--- config.mk ---
export PLATFORM = sky130hd
export DESIGN_NAME = uart_tx_arbiter_flat
export DESIGN_NICKNAME = d
export VERILOG_FILES = /design/src/rtl/uart_tx_arbiter_if.sv /design/src/rtl/uart_tx_arbiter.sv /design/src/flat_wrapper.sv
export SDC_FILE = /design/constraint.sdc
export NUM_CORES = 1
export LEC_CHECK = 0
export CAP_MARGIN = 20
export CORE_MARGIN = 1
export CORE_UTILIZATION = 35
export DETAILED_ROUTE_END_ITERATION = 16
export PLACE_DENSITY = 0.73
export SYNTH_ARGS = -nofsm -noshare
export SYNTH_HDL_FRONTEND = slang
export SYNTH_SLANG_ARGS = --single-unit
--- constraint.sdc ---
create_clock -name clock -period 4.05 [get_ports clock]
set_clock_uncertainty 0.1 [all_clocks]
set_input_delay 0.405 -clock clock [delete_from_list [all_inputs] [get_ports clock]]
set_output_delay 0.405 -clock clock [all_outputs]
set_load 0.02 [all_outputs]
--- src/rtl/uart_tx_arbiter_if.sv ---
// Byte-source / consumer bundle around uart_tx_arbiter: N pull sources on one
// side, a single out/get/empty consumer plus grant status on the other.
interface uart_tx_arbiter_if #(
   parameter int N = 2
);
   localparam int GW = $clog2(N);

   logic [8*N-1:0] src_data;
   logic [N-1:0]   src_empty;
   logic [N-1:0]   src_get;
   logic [7:0]     out;
   logic           get;
   logic           empty;
   logic [GW-1:0]  grant;
   logic           locked;

   modport master (
      input  src_data, src_empty, get,
      output src_get, out, empty, grant, locked
   );

   modport slave (
      output src_data, src_empty, get,
      input  src_get, out, empty, grant, locked
   );
endinterface

--- src/rtl/uart_tx_arbiter.sv ---
// Round-robin, message-atomic arbiter sharing one uart_tx byte consumer among
// N pull sources; a grant ends on EOL, a burst cap, or an empty-source timeout.
module uart_tx_arbiter #(
   parameter int         N         = 2,
   parameter logic [7:0] EOL       = 8'h0A,
   parameter bit         LOCK_EOL  = 1'b1,
   parameter int         MAX_BURST = 64,
   parameter int         TIMEOUT   = 255
) (
   input  logic              clock,
   input  logic              reset,
   uart_tx_arbiter_if.master bus
);
   localparam int GW = $clog2(N);
   localparam int BW = $clog2(MAX_BURST + 1);
   localparam int IW = $clog2(TIMEOUT + 1);

   typedef enum logic {IDLE = 1'b0, LOCKED = 1'b1} state_t;

   state_t        state_q, state_d;
   logic [GW-1:0] grant_q, grant_d;
   logic [GW-1:0] rr_q, rr_d;
   logic [BW-1:0] burst_q, burst_d;
   logic [IW-1:0] idle_q, idle_d;

   logic [GW-1:0] sel;
   logic          found;
   logic          locked;
   logic          cur_empty;
   logic          accept;
   logic          rel;
   logic [7:0]    cur_byte;
   logic [N-1:0]  src_get;

   assign locked    = (state_q == LOCKED);
   assign cur_byte  = bus.src_data[int'(grant_q)*8 +: 8];
   assign cur_empty = bus.src_empty[grant_q];
   assign accept    = locked & bus.get & ~cur_empty;

   // First non-empty source at or after the round-robin pointer.
   always_comb begin
      found = 1'b0;
      sel   = '0;
      for (int k = 0; k < N; k++) begin
         if (!found && !bus.src_empty[(int'(rr_q) + k) % N]) begin
            found = 1'b1;
            sel   = GW'((int'(rr_q) + k) % N);
         end
      end
   end

   always_comb begin
      src_get = '0;
      if (accept) src_get[grant_q] = 1'b1;
   end

   always_comb begin
      state_d = state_q;
      grant_d = grant_q;
      rr_d    = rr_q;
      burst_d = burst_q;
      idle_d  = idle_q;
      rel     = 1'b0;
      unique case (state_q)
         IDLE: begin
            if (found) begin
               state_d = LOCKED;
               grant_d = sel;
               burst_d = '0;
               idle_d  = '0;
            end
         end
         LOCKED: begin
            if (accept) begin
               burst_d = burst_q + 1'b1;
               idle_d  = '0;
               rel     = !LOCK_EOL || (cur_byte == EOL) ||
                         (burst_q == BW'(MAX_BURST - 1));
            end else if (cur_empty) begin
               idle_d = idle_q + 1'b1;
               rel    = (idle_q == IW'(TIMEOUT - 1));
            end else begin
               idle_d = '0;
            end
            // Grant index is kept after release so grant shows the last owner.
            if (rel) begin
               state_d = IDLE;
               rr_d    = (int'(grant_q) == N - 1) ? '0 : grant_q + 1'b1;
            end
         end
         default: state_d = IDLE;
      endcase
   end

   always_ff @(posedge clock) begin
      if (reset) begin
         state_q <= IDLE;
         grant_q <= '0;
         rr_q    <= '0;
         burst_q <= '0;
         idle_q  <= '0;
      end else begin
         state_q <= state_d;
         grant_q <= grant_d;
         rr_q    <= rr_d;
         burst_q <= burst_d;
         idle_q  <= idle_d;
      end
   end

   assign bus.out     = cur_byte;
   assign bus.empty   = ~locked | cur_empty;
   assign bus.src_get = src_get;
   assign bus.grant   = grant_q;
   assign bus.locked  = locked;
endmodule

--- src/flat_wrapper.sv ---
// flat-port wrapper written by rule: the top's interface ports become plain ports
module uart_tx_arbiter_flat 
#(
   parameter int         N         = 2,
   parameter logic [7:0] EOL       = 8'h0A,
   parameter bit         LOCK_EOL  = 1'b1,
   parameter int         MAX_BURST = 64,
   parameter int         TIMEOUT   = 255
)
  (clock, reset, bus_src_data, bus_src_empty, bus_get, bus_src_get, bus_out, bus_empty, bus_grant, bus_locked);
  uart_tx_arbiter_if #(.N(N)) bus_i ();
  input  logic clock;
  input  logic reset;
  input wire logic [$bits(bus_i.src_data)-1:0] bus_src_data;
  input wire logic [$bits(bus_i.src_empty)-1:0] bus_src_empty;
  input wire logic [$bits(bus_i.get)-1:0] bus_get;
  output wire logic [$bits(bus_i.src_get)-1:0] bus_src_get;
  output wire logic [$bits(bus_i.out)-1:0] bus_out;
  output wire logic [$bits(bus_i.empty)-1:0] bus_empty;
  output wire logic [$bits(bus_i.grant)-1:0] bus_grant;
  output wire logic [$bits(bus_i.locked)-1:0] bus_locked;
  assign bus_i.src_data = bus_src_data;
  assign bus_i.src_empty = bus_src_empty;
  assign bus_i.get = bus_get;
  assign bus_src_get = bus_i.src_get;
  assign bus_out = bus_i.out;
  assign bus_empty = bus_i.empty;
  assign bus_grant = bus_i.grant;
  assign bus_locked = bus_i.locked;
  uart_tx_arbiter #(.N(N), .EOL(EOL), .LOCK_EOL(LOCK_EOL), .MAX_BURST(MAX_BURST), .TIMEOUT(TIMEOUT)) u_core (.clock(clock), .reset(reset), .bus(bus_i));
endmodule
==> results of run 1 <==
-- path summary, 6_finish.rpt --
path | end | cells past startpoint
max | bus_src_get[1] | 4
min | u_core.idle_q[1]$_SDFFE_PP0P_ | 2
max reg2reg | u_core.rr_q$_SDFFE_PP0P_ | 5
min reg2reg | u_core.idle_q[1]$_SDFFE_PP0P_ | 2
-- worst max-delay path: stages (launching register included) --
cell and delay (ns):
sky130_fd_sc_hd__dfxtp_1 0.80, sky130_fd_sc_hd__mux2i_2 0.38, sky130_fd_sc_hd__and3_1 0.30, sky130_fd_sc_hd__and2_1 0.15
sky130_fd_sc_hd__clkdlybuf4s50_1 0.60
-- cell families (layout without fill, tap and decap cells) --
family,after synthesis,count (layout)
AOI/OAI and AO/OA,31,31
DFF,18,18
adders and majority gates,3,3
xor gates and xnor gates,3,3
muxes,10,10
buffers and inverters,6,38
and+or+nand+nor,62,62
-- final cells by class --
class,count,area (sq um)
timing repair buffer,33,330.3
sequential,18,360.3
clock buffer,4,36.28
fill,265,1386
multi-input combinational,109,673.1
tap,31,38.79
inverter,1,3.754
-- where the power goes --
part	switching [mW]	total, mW	leakage (nW)	internal [mW]
clock network	0.0566	0.112	0.0210	0.0549
registers	0.00752	0.188	0.146	0.180
logic	0.0424	0.0925	0.341	0.0502
-- state kept, by name (all words and copies together), names as in the netlist --
register / flops
u_core.idle_q: 8
u_core.rr_q: 1
u_core.bus.locked: 1
u_core.bus.grant: 1
u_core.burst_q: 7
-- metal layers --
| layer | global-route usage, % | part of all wire [%] | up-vias | wire (um) |
|---|---|---|---|---|
| met3 | 4.762 | 5.3 | 4 | 136 |
| met5 | 0 | 0 | - | 0 |
| met1 | 20.11 | 46 | 501 | 1196 |
| met4 | 5.226 | 0.89 | 0 | 23 |
| li1 | - | - | 546 | - |
| met2 | 30.92 | 47 | 29 | 1220 |
-- synthesized netlist by cell type (2+ instances only) --
| master | instances | share of area [%] |
|---|---|---|
| sky130_fd_sc_hd__and3_1 | 3 | 1.8 |
| sky130_fd_sc_hd__mux2_2 | 8 | 8.5 |
| sky130_fd_sc_hd__and2_1 | 2 | 1.2 |
| sky130_fd_sc_hd__ha_1 | 3 | 3.5 |
| sky130_fd_sc_hd__dfxtp_1 | 18 | 34 |
| sky130_fd_sc_hd__or2_2 | 2 | 1.2 |
| sky130_fd_sc_hd__o21ai_0 | 8 | 3.8 |
| sky130_fd_sc_hd__a21oi_1 | 11 | 5.2 |
| sky130_fd_sc_hd__nand2_1 | 11 | 3.9 |
| sky130_fd_sc_hd__nand2b_1 | 2 | 1.2 |
| sky130_fd_sc_hd__nor2_1 | 23 | 8.1 |
| sky130_fd_sc_hd__nor3_1 | 2 | 0.94 |
| sky130_fd_sc_hd__a31oi_1 | 2 | 1.2 |
| sky130_fd_sc_hd__nor4_1 | 2 | 1.2 |
| sky130_fd_sc_hd__nand3_1 | 7 | 3.3 |
| sky130_fd_sc_hd__a311oi_1 | 4 | 3.3 |
| sky130_fd_sc_hd__xor2_1 | 3 | 2.5 |
| sky130_fd_sc_hd__nor2b_1 | 3 | 1.8 |
| sky130_fd_sc_hd__nand4_1 | 2 | 1.2 |
| sky130_fd_sc_hd__clkbuf_1 | 3 | 1.1 |
| sky130_fd_sc_hd__a22oi_1 | 2 | 1.4 |
==> Implementation_results.wiki, run 1 <==
{| class="wikitable"
! Metric !! Value
|-
| Count of nets after finishing || 190
|-
| Dpl cells || 192
|-
| Post-route cell area || 1443 sq um
|-
| Arithmetic-cell share of the synthesized area counting full adders, half adders and majority gates || 3.525%
|-
| Worst hold start || u_core.idle_q[1]$_SDFFE_PP0P_
|-
| Result of the run || finished with violations
|-
| Number of search-and-repair iterations in the first detailed-routing pass || 10
|-
| Unrepaired setup endpoints after global routing || false
|-
| Placed instance area || 1406 sq um
|-
| Post-detailed-placement half-perimeter wirelength || 1.972 mm
|-
| Net Count, Synth || 157
|-
| Number of global-route vias before repair || 1,075
|-
| Clock-pin slew on the worst setup and hold paths || 0.10 ns
|-
| Post-synth top flop || sky130_fd_sc_hd__dfxtp_1
|-
| Final design utilization || 51.00%
|-
| Clk_lat worst skew || 0.30 ns
|-
| Via count || 1,080
|-
| Clock root buffer || sky130_fd_sc_hd__clkbuf_4
|-
| Max-capacitance violation count || 0
|-
| Violation count after the first detailed-route iteration || 51
|-
| Sink Count || 18
|-
| Worst Max-Slew Pin Slew || 0.7192 ns
|-
| Total chip power || 0.3917 mW
|-
| DR WL/cell || 13.15 um
|-
| Final setup slack of the worst path || 1.016 ns
|-
| Multiplexer share of the synthesized area || 11.16%
|-
| Signal arrival time at the worst endpoint || 2.53 ns
|-
| Setup TNS Final || 0 ns
|-
| Commonest cells after routing, fill and taps aside || sky130_fd_sc_hd__clkdlybuf4s50_1, sky130_fd_sc_hd__nor2_1, sky130_fd_sc_hd__dfxtp_1, sky130_fd_sc_hd__nand2_1, sky130_fd_sc_hd__a21oi_1
|-
| Number of nets with antenna violations after routing || 0
|-
| Buffers inserted during post-CTS setup optimization || 0
|-
| Main combinational cell family by area after synthesis || simple AND/OR/NAND/NOR gates
|-
| Final Hold Violating Endpoints || 0
|-
| Final setup fails || 0
|-
| Portion of the post-synthesis area used by sequential elements || 33.84%
|-
| Path type of the worst min-delay path || register to register
|-
| Violations in the final reports || design-rule violations
|-
| Post-synth ARST share || 0%
|-
| Standard-cell row count || 19
|-
| Critical path type || register to output port
|-
| Critical-path maximum fanout || 20
|-
| Maximum number of pins on one net before global-route repair || 21
|-
| Compound-cell area share of the yosys netlist || 18.10%
|-
| Worst IR drop on VDD || 0.1918 mV
|-
| Number of top-level pins || 34
|-
| Worst reg-to-reg setup slack || 1.73 ns
|-
| Type of element launching the critical path || register
|-
| Initial standard-cell utilization of the core || 37.64%
|-
| Share of cells above drive strength 1 || 10.91%
|-
| TritonCTS clock tree || done
|-
| Setup WS pre-CTS || 1.325 ns
|-
| EDFF count, synth || 0
|-
| Number of antenna violations at the first check in global routing || 0
|-
| Power density normalized to cell area || 271.5 nW/um^2
|-
| Core area || 2829 sq um
|-
| Syn_area_per_cell || 8.006 sq um
|-
| Ratio of routed vias to standard cells || 5.510
|-
| Critical Path Start || u_core.bus.grant$_SDFFE_PP0P_
|-
| Final standard cell count with taps included and fillers excluded || 196
|-
| Final hold slack || 0.3990 ns
|-
| Fmax || 329.6 MHz
|-
| Clock period minus worst slack || 3.034 ns
|-
| Worst max-slew margin expressed relative to the limit || 51.99%
|-
| Max-slew violation count || 0
|-
| Capturing element type of the critical path || output port
|-
| Number of levels the H-tree was split into || 1
|-
| Simple-gate share of the synthesized area || 27.97%
|-
| # hold bufs at CTS || 0
|-
| Leakage power summed over all cells || 0.5082 nW
|-
| Die Y || 57.16 um
|-
| Most common cell after layout, fill and taps aside || sky130_fd_sc_hd__clkdlybuf4s50_1
|-
| Port buffer count || 33
|-
| WL final || 2.578 mm
|-
| Area share of xor/xnor cells in the synthesized design || 2.468%
|-
| Number of buffers created by CTS || 3
|-
| Drt drc || 2
|-
| Cell count after synthesis || 133
|-
| Last weighted congestion value of the routability-driven placer || 0.8380
|-
| Cell variety after synth || 33
|-
| Global route total overflow || 0
|-
| Netlist area before placement || 1065 sq um
|-
| X dimension of the die || 57.16 um
|-
| Antenna cells || 0
|-
| Required @ worst endpoint || 3.54 ns
|-
| Register bit count reported by yosys || 18
|-
| Die area || 3267 sq um
|-
| Launch point of the worst reg-to-reg path || u_core.bus.grant$_SDFFE_PP0P_
|-
| Final critical-path share of the clock period || 74.92%
|-
| First-pass GRT wire length || 4.450 mm
|-
| Number of buffers on the longest clock path || 2
|-
| Global routing usage summed across all routing layers || 17.31%
|-
| Total of cells resized after clock tree synthesis || 0
|-
| Warnings, synthesis || 0
|-
| Area grow syn2layout || 35.49%
|}
(Power assumes the default switching activity.)
==> run 2: changes to the inputs <==
PLACE_DENSITY = 0.76   (was 0.73)
clock period = 2.5 ns   (was 4.05 ns; I/O delays follow)
==> run 2 against run 1 <==
Net effect: the flow still finishes with violations (design-rule violations); sequential power grew 59%; global-route usage grew 0.50 points; via count grew 2.6%; hold slack lost 0.014 ns; wire length grew 1.9%; clock power grew 60%; clock-buffer cell count is the same; power grew 63%; first-iteration DRC count shrank 25%; critical endpoint is now bus_src_get[0]; largest cell class unchanged; largest power group unchanged.
==> Implementation_results.wiki, run 2 (synthesis results as in run 1) <==
{| class="wikitable"
! Metric !! Value
|-
| Die Y || 57.16 um
|-
| Cell family contributing the most delay on the critical path || buffers and inverters
|-
| Initial standard-cell utilization of the core || 37.64%
|-
| Path type of the worst min-delay path || register to register
|-
| Sink Count || 18
|-
| Ratio of routed vias to standard cells || 5.568
|-
| Maximum number of pins on one net before global-route repair || 20
|-
| Setup WS pre-CTS || 0.1513 ns
|-
| Max-capacitance violation count || 0
|-
| Number of search-and-repair iterations in the first detailed-routing pass || 10
|-
| Capturing element type of the critical path || output port
|-
| Registers with the most flip-flops || u_core.idle_q: 8 flops, u_core.burst_q: 7 flops
|-
| Post-detailed-placement half-perimeter wirelength || 2.056 mm
|-
| Placed instance area || 1429 sq um
|-
| Number of nets with antenna violations after routing || 0
|-
| Critical Path Start || bus_src_empty[1]
|-
| Clock root buffer || sky130_fd_sc_hd__clkbuf_4
|-
| Global route total overflow || 0
|-
| Post-route cell area || 1465 sq um
|-
| Required @ worst endpoint || 2.15 ns
|-
| Number of levels the H-tree was split into || 1
|-
| Violation count after the first detailed-route iteration || 38
|-
| Standard-cell row count || 19
|-
| Signal arrival time at the worst endpoint || 2.00 ns
|-
| Clock-pin slew on the worst setup and hold paths || 0.10 ns
|-
| Clk_lat worst skew || 0.29 ns
|-
| Count of nets after finishing || 193
|-
| Antenna cells || 0
|-
| Die area || 3267 sq um
|-
| Register containing the most flip-flops in the final layout || u_core.idle_q
|-
| Number of antenna violations at the first check in global routing || 0
|-
| Max-slew violation count || 0
|-
| X dimension of the die || 57.16 um
|-
| Drt drc || 2
|-
| Unrepaired setup endpoints after global routing || false
|-
| # hold bufs at CTS || 0
|-
| WL final || 2.627 mm
|-
| Most common cell after layout, fill and taps aside || sky130_fd_sc_hd__clkdlybuf4s50_1
|-
| TritonCTS clock tree || done
|-
| Via count || 1,108
|-
| Total of cells resized after clock tree synthesis || 0
|-
| DR WL/cell || 13.20 um
|-
| Fmax || 424.8 MHz
|-
| Commonest cells after routing, fill and taps aside || sky130_fd_sc_hd__clkdlybuf4s50_1, sky130_fd_sc_hd__nor2_1, sky130_fd_sc_hd__dfxtp_1, sky130_fd_sc_hd__nand2_1, sky130_fd_sc_hd__a21oi_1
|-
| Result of the run || finished with violations
|-
| Critical path type || input pin to output port
|-
| Worst hold start || u_core.burst_q[6]$_SDFFE_PP0P_
|-
| Number of buffers on the longest clock path || 2
|-
| Final Hold Violating Endpoints || 0
|-
| Launch point of the worst reg-to-reg path || u_core.bus.grant$_SDFFE_PP0P_
|-
| Leakage power summed over all cells || 0.5237 nW
|-
| Global routing usage summed across all routing layers || 17.81%
|-
| Worst Max-Slew Pin Slew || 0.5683 ns
|-
| CP cell instances || clkdlybuf4s50_1 -> mux2i_2 -> nand3_1 -> nor2_1 -> clkdlybuf4s50_1
|-
| Number of buffers and inverters on the critical path || 2
|-
| Slowest cell on crit path || sky130_fd_sc_hd__clkdlybuf4s50_1
|-
| Final setup slack of the worst path || 0.1462 ns
|-
| Worst IR drop on VDD || 0.2840 mV
|-
| Number of buffers created by CTS || 3
|-
| Fillers || 270
|-
| Number of global-route vias before repair || 1,098
|-
| Power density normalized to cell area || 434.5 nW/um^2
|-
| Clock period minus worst slack || 2.354 ns
|-
| Final critical-path share of the clock period || 94.15%
|-
| Port buffer count || 33
|-
| Buffers inserted during post-CTS setup optimization || 0
|-
| Peak per-stage delay on the critical path || 0.62 ns
|-
| Most prevalent standard cell on the critical path || sky130_fd_sc_hd__clkdlybuf4s50_1
|-
| Critical-path maximum fanout || 6
|-
| Share of cells above drive strength 1 || 12.50%
|-
| Number of top-level pins || 34
|-
| Final setup fails || 0
|-
| Area grow syn2layout || 37.60%
|-
| First-pass GRT wire length || 4.643 mm
|-
| Max FFs per register || 8
|-
| Core area || 2829 sq um
|-
| Type of element launching the critical path || input pin
|-
| Final design utilization || 51.79%
|-
| Setup TNS Final || 0 ns
|-
| Last weighted congestion value of the routability-driven placer || 0.8511
|-
| Worst max-slew margin expressed relative to the limit || 61.71%
|-
| Violations in the final reports || design-rule violations
|}
-- run 2: cell types whose count changed in the layout (fill, tap and decap cells not counted) --
cell                    before  now
sky130_fd_sc_hd__buf_4       0    3
-- run 2: layer usage --
metal  GRT usage, %  vias up  wire length [um]
met5              0        -                 0
met2          32.61       26              1306
met4          2.787        0                 7
met3          4.989        2               118
li1               -      548                 -
met1          21.05      532              1194
-- run 2: stage by stage --
stage,cells,hold slack [ns],total power [mW]
6_report,199,0.3855,0.6367
4_1_cts,199,0.3858,0.6438
2_1_floorplan,133,0.2221,0.3848
3_5_place_dp,195,0.3688,0.4632
5_1_grt,199,0.4361,0.6755
3_3_place_gp,195,0.3614,0.4604
-- run 2: layout make-up --
cell class              instances  area (sq um)  share of cell area (%)
clock buffers                   4         36.28                   2.477
flip-flops and latches         18         360.3                   24.59
inverters                       1         3.754                  0.2562
repair buffers                 36         352.8                   24.08
well taps                      31         38.79                   2.647
multi-input cells             109         673.1                   45.94
-- run 2: where the power goes --
part	switching [mW]	internal, mW
combinational	0.0739	0.0844
sequential	0.00711	0.292
clock	0.0906	0.0888
-- run 2: path summary, 6_finish.rpt --
kind	endpoint	slack [ns]	cells after the start
setup / recovery	bus_src_get[0]	0.15	5
hold / removal	u_core.burst_q[6]$_SDFFE_PP0P_	0.39	2
setup reg to reg	u_core.rr_q$_SDFFE_PP0P_	0.66	6
hold reg to reg	u_core.burst_q[6]$_SDFFE_PP0P_	0.39	2
-- run 2: tightest hold or removal path: cells and delay by family, from the launching register on --
family | cells | cell delay [ns]
flops | 1 | 0.32
compound gates | 2 | 0.13
